[config.mk]
export PLATFORM = sky130hd
export DESIGN_NAME = bf_arbiter
export DESIGN_NICKNAME = d
export VERILOG_FILES = /design/src/rtl/bf_arbiter.sv
export SDC_FILE = /design/constraint.sdc
export NUM_CORES = 1
export LEC_CHECK = 0
export CAP_MARGIN = 20
export CORE_AREA = 2 2 366 187
export CTS_BUF_LIST = sky130_fd_sc_hd__clkbuf_8 sky130_fd_sc_hd__clkbuf_16
export DETAILED_ROUTE_END_ITERATION = 10
export DIE_AREA = 0 0 368 189
export DONT_BUFFER_PORTS = 1
export SYNTH_ARGS = -nofsm -noshare
export SYNTH_HDL_FRONTEND = slang
export SYNTH_SLANG_ARGS = --single-unit
[constraint.sdc]
create_clock -name clk -period 23.8 [get_ports clk]
set_input_delay 4.76 -clock clk [delete_from_list [all_inputs] [get_ports clk]]
set_output_delay 4.76 -clock clk [all_outputs]
set_load 0.02 [all_outputs]
[src/rtl/bf_arbiter.sv]
// Two-requester front end for one shared pipelined butterfly: one holding slot per requester,
// round-robin issue under a per-requester in-flight limit, results routed back by requester ID.
module bf_arbiter #(
  parameter int WIDTH  = 32,
  parameter int MWIDTH = 1,
  parameter int MAXOUT = 8
) (
  input  logic              clk,
  input  logic              rst,
  input  logic [WIDTH-1:0]  a_xa,
  input  logic [WIDTH-1:0]  a_xb,
  input  logic [WIDTH-1:0]  a_w,
  input  logic [MWIDTH-1:0] a_m,
  input  logic              a_nd,
  output logic              a_rdy,
  input  logic [WIDTH-1:0]  b_xa,
  input  logic [WIDTH-1:0]  b_xb,
  input  logic [WIDTH-1:0]  b_w,
  input  logic [MWIDTH-1:0] b_m,
  input  logic              b_nd,
  output logic              b_rdy,
  output logic [WIDTH-1:0]  bf_xa,
  output logic [WIDTH-1:0]  bf_xb,
  output logic [WIDTH-1:0]  bf_w,
  output logic [MWIDTH:0]   bf_m_in,
  output logic              bf_x_nd,
  input  logic [WIDTH-1:0]  bf_ya,
  input  logic [WIDTH-1:0]  bf_yb,
  input  logic [MWIDTH:0]   bf_m_out,
  input  logic              bf_y_nd,
  output logic [WIDTH-1:0]  a_ya,
  output logic [WIDTH-1:0]  a_yb,
  output logic [MWIDTH-1:0] a_m_out,
  output logic              a_y_nd,
  output logic [WIDTH-1:0]  b_ya,
  output logic [WIDTH-1:0]  b_yb,
  output logic [MWIDTH-1:0] b_m_out,
  output logic              b_y_nd,
  output logic              error
);

  logic              r_a_full, r_b_full;
  logic [WIDTH-1:0]  r_a_xa, r_a_xb, r_a_w, r_b_xa, r_b_xb, r_b_w;
  logic [MWIDTH-1:0] r_a_m, r_b_m;
  logic [3:0]        r_a_out, r_b_out;
  logic              r_last_b;
  logic [WIDTH-1:0]  r_bf_xa, r_bf_xb, r_bf_w;
  logic [MWIDTH:0]   r_bf_m;
  logic              r_bf_nd;
  logic [WIDTH-1:0]  r_a_ya, r_a_yb, r_b_ya, r_b_yb;
  logic [MWIDTH-1:0] r_a_m_out, r_b_m_out;
  logic              r_a_y_nd, r_b_y_nd, r_err;

  logic w_a_elig, w_b_elig, w_gnt_a, w_gnt_b;
  logic w_ret_a, w_ret_b, w_a_dec, w_b_dec, w_spur;

  assign w_a_elig = r_a_full && (r_a_out < 4'(MAXOUT));
  assign w_b_elig = r_b_full && (r_b_out < 4'(MAXOUT));
  // On a tie the requester that did not win last time goes first.
  assign w_gnt_a  = w_a_elig && (!w_b_elig || r_last_b);
  assign w_gnt_b  = w_b_elig && (!w_a_elig || !r_last_b);

  assign w_ret_a  = bf_y_nd && !bf_m_out[MWIDTH];
  assign w_ret_b  = bf_y_nd &&  bf_m_out[MWIDTH];
  // A result with nothing outstanding is still delivered, but never wraps the counter.
  assign w_a_dec  = w_ret_a && (r_a_out != 4'd0);
  assign w_b_dec  = w_ret_b && (r_b_out != 4'd0);
  assign w_spur   = (w_ret_a && (r_a_out == 4'd0)) || (w_ret_b && (r_b_out == 4'd0));

  assign a_rdy = !r_a_full;
  assign b_rdy = !r_b_full;

  always_ff @(posedge clk) begin
    if (!rst && a_nd && !r_a_full) begin
      r_a_xa <= a_xa;
      r_a_xb <= a_xb;
      r_a_w  <= a_w;
      r_a_m  <= a_m;
    end
    if (!rst && b_nd && !r_b_full) begin
      r_b_xa <= b_xa;
      r_b_xb <= b_xb;
      r_b_w  <= b_w;
      r_b_m  <= b_m;
    end
  end

  always_ff @(posedge clk) begin
    if (rst) begin
      r_a_full  <= 1'b0;
      r_b_full  <= 1'b0;
      r_a_out   <= 4'd0;
      r_b_out   <= 4'd0;
      r_last_b  <= 1'b1;
      r_bf_xa   <= '0;
      r_bf_xb   <= '0;
      r_bf_w    <= '0;
      r_bf_m    <= '0;
      r_bf_nd   <= 1'b0;
      r_a_ya    <= '0;
      r_a_yb    <= '0;
      r_a_m_out <= '0;
      r_a_y_nd  <= 1'b0;
      r_b_ya    <= '0;
      r_b_yb    <= '0;
      r_b_m_out <= '0;
      r_b_y_nd  <= 1'b0;
      r_err     <= 1'b0;
    end else begin
      if (a_nd && !r_a_full)  r_a_full <= 1'b1;
      else if (w_gnt_a)       r_a_full <= 1'b0;
      if (b_nd && !r_b_full)  r_b_full <= 1'b1;
      else if (w_gnt_b)       r_b_full <= 1'b0;

      r_bf_nd <= w_gnt_a || w_gnt_b;
      if (w_gnt_a) begin
        r_bf_xa  <= r_a_xa;
        r_bf_xb  <= r_a_xb;
        r_bf_w   <= r_a_w;
        r_bf_m   <= {1'b0, r_a_m};
        r_last_b <= 1'b0;
      end else if (w_gnt_b) begin
        r_bf_xa  <= r_b_xa;
        r_bf_xb  <= r_b_xb;
        r_bf_w   <= r_b_w;
        r_bf_m   <= {1'b1, r_b_m};
        r_last_b <= 1'b1;
      end

      r_a_out <= r_a_out + {3'b0, w_gnt_a && !w_a_dec} - {3'b0, w_a_dec && !w_gnt_a};
      r_b_out <= r_b_out + {3'b0, w_gnt_b && !w_b_dec} - {3'b0, w_b_dec && !w_gnt_b};

      r_a_y_nd <= w_ret_a;
      r_b_y_nd <= w_ret_b;
      if (w_ret_a) begin
        r_a_ya    <= bf_ya;
        r_a_yb    <= bf_yb;
        r_a_m_out <= bf_m_out[MWIDTH-1:0];
      end
      if (w_ret_b) begin
        r_b_ya    <= bf_ya;
        r_b_yb    <= bf_yb;
        r_b_m_out <= bf_m_out[MWIDTH-1:0];
      end
      r_err <= w_spur;
    end
  end

  assign bf_xa   = r_bf_xa;
  assign bf_xb   = r_bf_xb;
  assign bf_w    = r_bf_w;
  assign bf_m_in = r_bf_m;
  assign bf_x_nd = r_bf_nd;
  assign a_ya    = r_a_ya;
  assign a_yb    = r_a_yb;
  assign a_m_out = r_a_m_out;
  assign a_y_nd  = r_a_y_nd;
  assign b_ya    = r_b_ya;
  assign b_yb    = r_b_yb;
  assign b_m_out = r_b_m_out;
  assign b_y_nd  = r_b_y_nd;
  assign error   = r_err;

endmodule

==> summary.md <==
| Metric | Value |
|---|---|
| Outcome | `complete, no violations` |
| Clock insertion delay at the later pin of the skew report | `approximately 0.57 ns` |
| Num CTS Buffers | `42` |
| Port Buffer Count | `0` |
| Clock sink count | `~440` |
| Placed cells | `2,201` |
| Flops & latches, synth | `roughly 440` |
| CP arrival | `between 7 and 8 ns` |
| Slowest Stage Delay on Critical Path | `about 0.73 ns` |
| DIE AREA | `around 0.070 mm2` |
| Critical Path RT | `24.30 ns` |
| Post-route cell area | `0.0186 mm2` |
| Row count | `between 60 and 70` |
| Final Critical Period | `6.66 ns` |
| Synth warn | `0` |
| Max frequency | `approximately 0.15 GHz` |
| Share of cells above drive strength 1 | `under 10%` |
| Total GRT Usage | `roughly 14%` |
| CTS tree | `done` |
| Area leader, netlist | `edfxtp_1` |
| Class of the worst hold path | `reg -> reg` |
| Sequential share of the synthesized area | `65.2%` |
| Setup TNS | `0 ns` |
| Cell Pwr Density | `around 100 mW/mm2` |
| DIE HEIGHT | `about 190 um` |
| First-pass GRT wire length | `between 70,000 and 80,000 um` |
| Met3 WL | `about 4700 um` |
| Tightest Pin Transition | `between 1 and 1.5 ns` |
| Met2 Routed Length | `between 20,000 and 25,000 um` |
| Critical Path End Type | `register` |
| DRT Wirelength | `just over 50,000 um` |
| Vias in the first global route | `about 11,000` |
| Switch share | `28.8%` |
| Detail Placement HPWL | `roughly 33,000 um` |
| Post-cts sizing count | `0` |
| Largest net degree at the start of global routing | `345` |
| Max-cap violations | `0` |
| H-Tree Depth | `2` |
| Post-DRT Antenna Nets | `0` |
| Syn-to-layout area delta | `13.1%` |
| Core area | `between 0.06 and 0.07 mm2` |
| Crit-path max FO | `between 300 and 400` |
| Top_reg_cell synth | `dfxtp_1` |
| Psw | `0.526 mW` |
| Clock-pin slew on the worst setup and hold paths | `0.07 ns` |
| Clock power frac | `approximately 38%` |
| DRC violations left | `0` |
| Crit path kind | `in -> reg` |
| Max_slew headroom | `~18%` |
| Pleak | `around 7.4 nW` |
| Layout net count | `roughly 1,600` |
| Initial DRC Count | `between 1,000 and 1,500` |
| Synth async-reset ratio | `0%` |
| Most frequent cell after synthesis | `nand2_1` |
| Starting Density | `around a quarter` |
| Post-CTS Setup Repair Bufs | `0` |
| CTS Root Cell | `clkbuf_16` |
| Overflow left after global routing | `0` |
| Wire per inst | `22.1 um` |
| CP max-delay cell | `nor3b_4` |
| Overall power | `roughly 1.8 mW` |
| Top cell type's share of synthesized area | `a little over a third` |
| Area post-placement | `0.0171 mm2` |
| RSZ-0062 raised after global routing | `no` |
| Crit path launch type | `primary input` |
| Hold buffer count at CTS | `0` |
| Layout Cells excl Fill | `about 2,300` |
| Final Max Tran Viols | `0` |
| Number of synthesized flops with an enable pin | `194` |
| Final hold vios | `0` |
| Top cells by area, synth | `edfxtp_1 (36%), dfxtp_1 (30%), nand2_1 (6.0%)` |
| Most common cell type on the critical path | `buf_4` |
| # fillers | `between 6,000 and 7,000` |
| Gate power share | `just under 10%` |
| Yosys cell types | `28` |
| Post-Synthesis Cells | `between 1,000 and 1,500` |
| Initial antenna violation count | `12` |
| DIE WIDTH | `368 um` |
| Avg Synthesized Cell Area | `~12 um2` |
| DR top layer | `met5` |
| GP Congestion | `roughly 0.95` |
| Commonest cells post-synth | `nand2_1 (263), dfxtp_1 (243), edfxtp_1 (194)` |
| # IOs | `between 400 and 500` |
| Synth Net Count | `around 1,700` |
| Post-Syn Area | `about 0.016 mm2` |
| Sequential Power Share | `between 50% and 60%` |
| Int Pwr | `roughly 1.3 mW` |
| Fin crit share | `around 28%` |
| Maximum clock path buffer count | `3` |
| Final Setup Violations | `0` |
| Critical-path cell list | `nor3b_4, buf_4, buf_4, a211o_1` |
| Peak supply drop | `between 0.05 and 0.06 mV` |
| Met1 WL | `about 22,000 um` |
| Vias per inst | `4.83` |
| Max Clock Skew | `0.0160 ns` |
| Vias | `around 11,000` |
| Drt pass-1 iters | `5` |
power by group through the flow:
stage / registers (mW) / clock network (mW) / logic, mW
6_report: 0.957 / 0.688 / 0.180
5_1_grt: 0.963 / 0.740 / 0.202
4_1_cts: 0.958 / 0.711 / 0.182
2_1_floorplan: 0.951 / 0 / 0.143
3_3_place_gp: 0.974 / 0 / 0.173
3_5_place_dp: 0.975 / 0 / 0.181
metrics by stage:
step                      worst slack (ns)  hold WS [ns]  util (%)
after floorplan                      10.57         0.490         -
after global placement               16.75         0.547      25.9
final                                17.14         0.561      28.0
after CTS                            17.35         0.559      28.0
after global routing                 17.17         0.580      28.0
after detailed placement             16.72         0.550      25.9
critical path, delay by kind of cell:
kind / cells / cell delay [ns]
buffers and inverters: 2 / 1.13
AND/OR/NAND/NOR: 1 / 0.73
AO/OA/AOI/OAI: 1 / 0.23
final cells by class:
| cell class | instances | area, um2 | area share (%) |
|---|---|---|---|
| diodes | 6 | 15.0 | 0.0809 |
| clock buffers | 51 | 1190 | 6.39 |
| clock inverters | 26 | 205 | 1.11 |
| inverters | 112 | 420 | 2.27 |
| multi-input cells | 739 | 4790 | 25.8 |
| flip-flops and latches | 437 | 10700 | 57.6 |
| well taps | 897 | 1120 | 6.05 |
| repair buffers | 16 | 120 | 0.647 |
final timing paths:
| kind | from | end | slack (ns) | cells after the start |
|---|---|---|---|---|
| setup / recovery | rst | bf_w[17] | 17.14 | 4 |
| hold / removal | a_ya[25] | a_ya[25] | 0.56 | 2 |
| setup reg to reg | r_a_full | r_b_out[3] | 20.48 | 10 |
| hold reg to reg | a_ya[25] | a_ya[25] | 0.56 | 2 |
layout by cell type (no fill, tap or decap), types with 3 or more instances in the layout:
cell / netlist / routed
clkinv_2: 0 / 5
a21oi_1: 135 / 135
inv_8: 0 / 3
nor2_1: 12 / 12
diode_2: 0 / 6
a2111oi_0: 97 / 97
edfxtp_1: 194 / 194
nand2_1: 263 / 262
nor2b_1: 6 / 4
clkbuf_8: 0 / 8
buf_4: 1 / 16
clkbuf_16: 0 / 43
inv_1: 112 / 122
dfxtp_1: 243 / 242
a211o_1: 98 / 98
ha_1: 10 / 10
and4b_1: 97 / 97
registers in the layout (all words and copies together) (netlist names), 4 cells and up:
name and count:
r_b_w 32, b_ya 32, r_b_xa 32, bf_w 32, bf_xb 32, r_a_out 4, r_a_w 32, a_yb 32
b_yb 32, bf_xa 32, r_a_xa 32, r_b_out 4, r_a_xb 32, a_ya 32, r_b_xb 32
cell families after synthesis:
group	synth area share, %
AOI/OAI and AO/OA	14.8
xor gates and xnor gates	0.107
adders and majority gates	1.01
buffers and inverters	5.91
DFF	65.2
muxes	0.137
and+or+nand+nor	12.9
routing by layer:
metal,vias up,track usage (%)
li1,5007,-
met1,5500,18.9
met4,8,3.70
met5,-,0
met2,437,20.2
met3,80,5.52
No activity file was read; power rests on OpenSTA's default activity.
